===== src/rtl/ctrl_pkg.sv =====
// Shared encodings for the multi-cycle ARMv7 controller, type decoder and datapath.
package ctrl_pkg;

  typedef logic [3:0] state_t;

  localparam state_t ST_FETCH  = 4'd0;
  localparam state_t ST_DECODE = 4'd1;
  localparam state_t ST_EXEC   = 4'd2;
  localparam state_t ST_ALUWB  = 4'd3;
  localparam state_t ST_MEMADR = 4'd4;
  localparam state_t ST_MEMRD  = 4'd5;
  localparam state_t ST_MEMWB  = 4'd6;
  localparam state_t ST_MEMWR  = 4'd7;
  localparam state_t ST_BRANCH = 4'd8;
  localparam state_t ST_FAULT  = 4'd9;

  // Instruction class, Instr[27:25]
  localparam logic [2:0] TYPE_R = 3'b000;
  localparam logic [2:0] TYPE_I = 3'b001;
  localparam logic [2:0] TYPE_D = 3'b010;
  localparam logic [2:0] TYPE_B = 3'b101;

  localparam logic [1:0] SRCB_REG  = 2'b00;
  localparam logic [1:0] SRCB_IMM  = 2'b01;
  localparam logic [1:0] SRCB_FOUR = 2'b10;

  localparam logic [1:0] RES_ALU    = 2'b00;
  localparam logic [1:0] RES_MEM    = 2'b01;
  localparam logic [1:0] RES_ALUOUT = 2'b10;

  // States that own the shared memory port and may wait on MemReady
  function automatic logic is_mem_state(input state_t s);
    return (s == ST_FETCH) || (s == ST_MEMRD) || (s == ST_MEMWR);
  endfunction

endpackage


===== src/rtl/mem_wait_timer.sv =====
// Saturating wait counter for memory states; flags a timeout when the limit is
// reached and memory is still not ready (MEM_TIMEOUT = 0 disables the flag).
module mem_wait_timer #(
  parameter int unsigned MEM_TIMEOUT = 15
) (
  input  logic clk_i,
  input  logic rst_i,
  input  logic clr_i,
  input  logic en_i,
  input  logic ready_i,
  output logic timeout_o
);

  localparam int unsigned CW = (MEM_TIMEOUT == 0) ? 1 : $clog2(MEM_TIMEOUT + 1);
  localparam logic [CW-1:0] LIMIT = CW'(MEM_TIMEOUT);
  localparam logic TIMEOUT_EN = (MEM_TIMEOUT != 0);

  logic [CW-1:0] cnt_d, cnt_q;

  always_comb begin
    cnt_d = cnt_q;
    if (clr_i) begin
      cnt_d = '0;
    end else if (en_i && !ready_i && (cnt_q != LIMIT)) begin
      cnt_d = cnt_q + CW'(1);
    end
  end

  always_ff @(posedge clk_i or posedge rst_i) begin
    if (rst_i) cnt_q <= '0;
    else       cnt_q <= cnt_d;
  end

  assign timeout_o = TIMEOUT_EN && en_i && !ready_i && (cnt_q == LIMIT);

endmodule


===== src/rtl/multi_cycle_controller.sv =====
// Multi-cycle ARMv7 control FSM: fetch/decode/execute/writeback over a shared,
// variable-latency memory port, with a sticky fault on memory timeout.
module multi_cycle_controller
  import ctrl_pkg::*;
#(
  parameter int unsigned MEM_TIMEOUT = 15
) (
  input  logic       CLK,
  input  logic       Reset,
  input  logic [2:0] Type,
  input  logic       ConditionIsMet,
  input  logic       Load,
  input  logic       MemReady,
  output logic       MemRead,
  output logic       MemWrite,
  output logic       AdrSrc,
  output logic       IRWrite,
  output logic       PCWrite,
  output logic       RegWrite,
  output logic [1:0] ALUSrcB,
  output logic [1:0] ResultSrc,
  output logic       InstrRetired,
  output logic       Fault,
  output logic [3:0] State
);

  state_t state_d, state_q;
  logic   is_imm_d, is_imm_q;
  logic   timeout;
  logic   type_defined;

  mem_wait_timer #(.MEM_TIMEOUT(MEM_TIMEOUT)) u_timer (
    .clk_i     (CLK),
    .rst_i     (Reset),
    .clr_i     (state_d != state_q),
    .en_i      (is_mem_state(state_q)),
    .ready_i   (MemReady),
    .timeout_o (timeout)
  );

  assign type_defined = (Type == TYPE_R) || (Type == TYPE_I) ||
                        (Type == TYPE_D) || (Type == TYPE_B);

  // Next-state and output decode; IRWrite/PCWrite in FETCH and retire in MEMWR follow MemReady
  always_comb begin
    state_d      = state_q;
    is_imm_d     = is_imm_q;
    MemRead      = 1'b0;
    MemWrite     = 1'b0;
    AdrSrc       = 1'b0;
    IRWrite      = 1'b0;
    PCWrite      = 1'b0;
    RegWrite     = 1'b0;
    ALUSrcB      = SRCB_REG;
    ResultSrc    = RES_ALU;
    InstrRetired = 1'b0;
    Fault        = 1'b0;

    case (state_q)
      ST_FETCH: begin
        MemRead = 1'b1;
        ALUSrcB = SRCB_FOUR;
        if (MemReady) begin
          IRWrite = 1'b1;
          PCWrite = 1'b1;
          state_d = ST_DECODE;
        end else if (timeout) begin
          state_d = ST_FAULT;
        end
      end
      ST_DECODE: begin
        is_imm_d = (Type == TYPE_I);
        if (!ConditionIsMet || !type_defined) begin
          InstrRetired = 1'b1;
          state_d      = ST_FETCH;
        end else if (Type == TYPE_D) begin
          state_d = ST_MEMADR;
        end else if (Type == TYPE_B) begin
          state_d = ST_BRANCH;
        end else begin
          state_d = ST_EXEC;
        end
      end
      ST_EXEC: begin
        ALUSrcB = is_imm_q ? SRCB_IMM : SRCB_REG;
        state_d = ST_ALUWB;
      end
      ST_ALUWB: begin
        RegWrite     = 1'b1;
        ResultSrc    = RES_ALUOUT;
        InstrRetired = 1'b1;
        state_d      = ST_FETCH;
      end
      ST_MEMADR: begin
        ALUSrcB = SRCB_IMM;
        state_d = Load ? ST_MEMRD : ST_MEMWR;
      end
      ST_MEMRD: begin
        MemRead = 1'b1;
        AdrSrc  = 1'b1;
        if (MemReady)     state_d = ST_MEMWB;
        else if (timeout) state_d = ST_FAULT;
      end
      ST_MEMWB: begin
        RegWrite     = 1'b1;
        ResultSrc    = RES_MEM;
        InstrRetired = 1'b1;
        state_d      = ST_FETCH;
      end
      ST_MEMWR: begin
        MemWrite = 1'b1;
        AdrSrc   = 1'b1;
        if (MemReady) begin
          InstrRetired = 1'b1;
          state_d      = ST_FETCH;
        end else if (timeout) begin
          state_d = ST_FAULT;
        end
      end
      ST_BRANCH: begin
        ALUSrcB      = SRCB_IMM;
        PCWrite      = 1'b1;
        InstrRetired = 1'b1;
        state_d      = ST_FETCH;
      end
      ST_FAULT: begin
        Fault = 1'b1;
      end
      default: begin
        state_d = ST_FETCH;
      end
    endcase

    // Strobes must be quiet the whole time reset is held, not just after the edge
    if (Reset) begin
      MemRead      = 1'b0;
      MemWrite     = 1'b0;
      AdrSrc       = 1'b0;
      IRWrite      = 1'b0;
      PCWrite      = 1'b0;
      RegWrite     = 1'b0;
      ALUSrcB      = SRCB_REG;
      ResultSrc    = RES_ALU;
      InstrRetired = 1'b0;
      Fault        = 1'b0;
    end
  end

  always_ff @(posedge CLK or posedge Reset) begin
    if (Reset) begin
      state_q  <= ST_FETCH;
      is_imm_q <= 1'b0;
    end else begin
      state_q  <= state_d;
      is_imm_q <= is_imm_d;
    end
  end

  assign State = state_q;

endmodule


===== config.mk =====
export PLATFORM = sky130hd
export DESIGN_NAME = multi_cycle_controller
export DESIGN_NICKNAME = d
export VERILOG_FILES = /design/src/rtl/ctrl_pkg.sv /design/src/rtl/mem_wait_timer.sv /design/src/rtl/multi_cycle_controller.sv
export SDC_FILE = /design/constraint.sdc
export NUM_CORES = 1
export LEC_CHECK = 0
export ABC_CLOCK_PERIOD_IN_PS = 1700
export CAP_MARGIN = 20
export CORE_UTILIZATION = 43
export CTS_CLUSTER_SIZE = 25
export DETAILED_ROUTE_END_ITERATION = 8
export HOLD_SLACK_MARGIN = 0.1
export PLACE_DENSITY = 0.71
export SYNTH_ARGS = -nofsm -noshare
export SYNTH_HDL_FRONTEND = slang
export SYNTH_SLANG_ARGS = --single-unit

===== constraint.sdc =====
create_clock -name CLK -period 1.7 [get_ports CLK]
set_clock_uncertainty 0.15 [all_clocks]
set_input_delay 0.34 -clock CLK [delete_from_list [all_inputs] [get_ports CLK]]
set_output_delay 0.34 -clock CLK [all_outputs]
set_load 0.03 [all_outputs]

==> results of run 1 <==
per-layer routing:
layer | GRT overflow | track usage, %
met1 | 0 | 67.97
met2 | 6 | 90.14
met3 | 0 | 60.38
met5 | 0 | 2.500
met4 | 2 | 76.00
Yosys cell counts, drive strengths merged:
master   count  area [um2]
mux2i        3       30.03
o211ai       1       7.510
o22a         1       8.760
and3         2       12.51
nor4         2       12.51
o211a        1       10.01
buf          7       55.05
nand3        7       35.03
ha           1       12.51
and2         2       12.51
a32oi        1       8.760
a21bo        1       10.01
nor2b        2       12.51
inv          4       15.01
o31ai        1       12.51
or3          1       11.26
nor4b        2       23.77
nor3b        2       15.01
dfrtp        9       225.2
nand3b       2       18.77
nand4        3       25.02
nor2        11       41.29
nor3         4       25.02
a2111oi      1       27.53
a31oi        2       12.51
mux2         1       11.26
a21oi        6       30.03
or2          3       18.77
o311ai       2       17.52
o21ai        6       30.03
nor4bb       1       10.01
nand2b       3       18.77
nand2        8       30.03
and3b        1       10.01
and4b        1       10.01
xor2         1       8.760
a21boi       1       11.26
metrics by stage:
step,utilization (%),worst slack (ps),cell area (um2),TNS [ps]
floorplan,-,-353.5,1011,-2146
global placement,75.19,-462.2,1460,-4821
detailed placement,75.19,-500.9,1460,-5274
CTS,88.21,-379.7,1713,-4956
logic make-up after synthesis:
| group | after synthesis | share of synthesized area (%) |
|---|---|---|
| buf+inv | 11 | 7.898 |
| fa+ha+maj | 1 | 1.410 |
| compound gates | 24 | 21.02 |
| mux | 4 | 4.654 |
| flops | 9 | 25.39 |
| xor+xnor | 1 | 0.9875 |
| simple gates | 57 | 38.64 |
timing repair:
| action | 4_1_cts |
|---|---|
| cloned | 0 |
| setup endpoints to repair | 17 |
| pin swaps | 13 |
| resized for setup | 31 |
| buffers inserted | 15 |
==> metrics.cfg, run 1 <==
[status]
status=aborted with a tool error
lastStage=5_1_grt
stop_error=[ERROR GRT-0232] Routing congestion too high. Check the congestion heatmap in the GUI.

[synth]
post_synth.cell_area_avg_um2=8.291
synth_cell_type_count=45
syn_nets=116
ys_seq_area_share_pct=25.39
ys_seq_elements=9
synthesis.area_um2=887.1
yosysWarnings=0
synth_cells=107

[floorplan]
die_x_um=47.42
pin_count=24
rows=16
die_h_um=47.42
initial_core_util_pct=45.68

[sta]
worst_endpoint_kind=output port
crit_endpoint=IRWrite

[cts]
clock_sinks=9
cts_max_level=1
clockRootBuffer=clkbuf_4
hold_buffers=0
cts_buffers=3
clock_path_buffers=2

[grt]
overflow=8
grt_max_degree=11
grt_use_total_pct=71.77

[placed_design]
io_buffers=23
hpwl_um=2175
placedCellCount=190
place.gp.congestion=0.8147

==> run 2: changes to the inputs <==
--- a/config.mk
+++ b/config.mk
@@ -5,13 +5,12 @@
 export SDC_FILE = /design/constraint.sdc
 export NUM_CORES = 1
 export LEC_CHECK = 0
-export ABC_CLOCK_PERIOD_IN_PS = 1700
+export ABC_CLOCK_PERIOD_IN_PS = 2200
 export CAP_MARGIN = 20
-export CORE_UTILIZATION = 43
-export CTS_CLUSTER_SIZE = 25
+export CORE_AREA = 2 2 63 65
 export DETAILED_ROUTE_END_ITERATION = 8
-export HOLD_SLACK_MARGIN = 0.1
-export PLACE_DENSITY = 0.71
+export DIE_AREA = 0 0 65 67
+export PLACE_DENSITY_LB_ADDON = 0.15
 export SYNTH_ARGS = -nofsm -noshare
 export SYNTH_HDL_FRONTEND = slang
 export SYNTH_SLANG_ARGS = --single-unit
==> constraint.sdc (replaced) <==
create_clock -name CLK -period 2.2 [get_ports CLK]
set_clock_uncertainty 0.15 [all_clocks]
set_input_delay 0.44 -clock CLK [delete_from_list [all_inputs] [get_ports CLK]]
set_output_delay 0.44 -clock CLK [all_outputs]
set_load 0.03 [all_outputs]
==> run 2 against run 1 <==
Net effect:
- the run now ends clean
- synthesized cell count stayed put
- synthesized area is the same
==> metrics.cfg, run 2 <==
[cts]
clockRootBuffer=clkbuf_8
cts_tree=built
clock_sinks=9
clk_pin_slew_ps=40
clock_path_buffers=2
cts_buffers=3
insertion_delay_ps=230
cts_max_level=1

[grt]
overflow=0
grt_pass1_wl_um=4422
grt_use_total_pct=13.30
antenna_found_initial=0
grt_max_degree=18
grt_pass1_vias=916

[pwr]
peakVddDrop_uv=196.5
netSwitchingPower_uw=88.51
netSwitchingFraction_pct=21.77
p_comb_share_pct=12.2
power.internal_uw=318.0
power.total_uw=406.6
powerDensity_nw_per_um2=287.3
pwr-share-seq_pct=40.9
p_leak_uw=0.0006613
pwr-share-clk_pct=47.0

[detailed_routing]
highest_layer=met4
wl_met1_um=1250
wl_met2_um=1284
post-route-drc-count=0
wl_per_cell_um=12.92
vias=985
totalWireLength_um=2635
first_pass_iters=4
viasPerCell=4.828
dr_wl_met3_um=83
ant_nets=0
drtIter0Drc=39

[sta]
timing.fmax_mhz=467.6
setup_viol=0
relSlewSlack_pct=77.34
max_slew.worst_pin.slew_ps=339.9
layout_min_cycle_time_ps=2138
post-route-period-util_pct=97.20
report.final.slew_viol_count=0
hold_viol=0
setup_tns_ps=0
rsz0062_at_grt=yes

[floorplan]
pin_count=24
initial_core_util_pct=24.60
core_um2=3606
die_x_um=65
die_h_um=67
die_area_um2=4355
rows=22

[placed_design]
placed_area_um2=1287
hpwl_um=1987
io_buffers=23
place.gp.congestion=0.7562

[layout]
final_cell_mix=buf_4 (40), nor2_1 (11), nand2_1 (8), nand3_1 (7)
layout-area-overhead-vs-synth_pct=59.52
drive_gt1_share_pct=43.59
antenna_cells=0
utilization_pct=39.24
stdcell_area_um2=1415
nets=166
n_fill_cell=378
final_common_cell=buf_4

[synth]
synthTopCellsByArea=dfrtp_1 (25%), nor2_1 (4.7%), nand3_1 (3.9%)
synth_cell_type_count=45
ys_seq_elements=9
ys_top_cells_by_count=nor2_1 (11), dfrtp_1 (9), nand2_1 (8), nand3_1 (7), a21oi_1 (6)
synth-main-ff-cell=dfrtp_1
yosysWarnings=0
ys_seq_area_share_pct=25.39
synth.top_cell.area_share_pct=25.39
yosysTopAreaCell=dfrtp_1
post_synth.cell_area_avg_um2=8.291
synth_cells=107
yosysMostFrequentCell=nor2_1
synthesis.area_um2=887.1
ys_async_sr_fraction_pct=100.0
syn_nets=116
synth-edff-count=0

[setup_path]
cp_max_fo=13
cp.arrival_ps=1550
critPathLaunchType=flop
path_class=flop to output port
required_ps=1610
end_kind=output port

[hold_path]
holdCritPathClass=flop to flop

[status]
status=finished, final reports clean

[flow_run]
drv_cap=0

-- run 2: cell counts after synthesis --
No cell type changed its count.
-- run 2: logic make-up after synthesis --
| family | count (synthesis) | synth area share, % |
|---|---|---|
| AND/OR/NAND/NOR | 57 | 38.64 |
| AO/OA/AOI/OAI | 24 | 21.02 |
| buffers and inverters | 11 | 7.898 |
| flip-flops | 9 | 25.39 |
| multiplexers | 4 | 4.654 |
| XOR/XNOR | 1 | 0.9875 |
| adder cells (fa/ha/maj) | 1 | 1.410 |
-- run 2: final timing paths --
check	startpoint	end	slack [ps]	cells after the start
min in group asynchronous	Reset	State[0]$_DFF_PP0_	420	4
max in group asynchronous	Reset	State[2]$_DFF_PP0_	1320	4
worst max-delay path	State[2]$_DFF_PP0_	InstrRetired	60	6
worst min register to register	u_timer.cnt_q[1]$_DFFE_PP0P_	u_timer.cnt_q[1]$_DFFE_PP0P_	410	2
worst min-delay path	u_timer.cnt_q[1]$_DFFE_PP0P_	u_timer.cnt_q[1]$_DFFE_PP0P_	410	2
worst max register to register	State[2]$_DFF_PP0_	u_timer.cnt_q[2]$_DFFE_PP0P_	140	6
-- run 2: power groups by stage --
stage / combinational, uW / clock [uW] / sequential (uW)
final: 49.5 / 191 / 166
after global routing: 53.7 / 207 / 166
after CTS: 49.9 / 198 / 166
after detailed placement: 51.9 / 0 / 169
after global placement: 51.1 / 0 / 169
after floorplan: 13.1 / 0 / 169
-- run 2: timing repair --
item	in CTS	in global routing
gates resized for setup	7	3
hold endpoints to repair	0	0
buffers inserted	1	9
endpoints found under the setup margin	5	6
pin swaps	2	0
hold buffers	0	0
-- run 2: worst max-delay path, stage by stage (launching register included) --
cell and delay [ps]:
dfrtp_2 490, nand2b_1 190, a21bo_1 170, a21oi_1 50, o22a_1 170, nor2_1 80
buf_4 160
-- run 2: stage by stage --
stage	setup WS [ps]	cells	hold WS, ps
floorplan	-158.8	107	139.3
detailed placement	-106.1	190	397.5
CTS	-4.822	195	406.0
global route	-33.67	204	441.5
global placement	-117.4	190	389.7
finish	61.54	204	406.6
-- run 2: area by class of cell --
| class | instances | area [um2] | share of cell area (%) |
|---|---|---|---|
| multi-input combinational | 87 | 653.1 | 46.15 |
| timing repair buffer | 52 | 409.1 | 28.91 |
| sequential | 9 | 232.7 | 16.45 |
| tap | 48 | 60.06 | 4.244 |
| clock buffer | 4 | 45.04 | 3.183 |
| inverter | 4 | 15.01 | 1.061 |
-- run 2: per-layer routing --
| metal | up-vias | GRT usage (%) |
|---|---|---|
| li1 | 488 | - |
| met1 | 476 | 17.24 |
| met2 | 19 | 21.65 |
| met3 | 2 | 1.351 |
| met4 | 0 | 7.181 |
| met5 | - | 0 |
(Power assumes the default switching activity.)
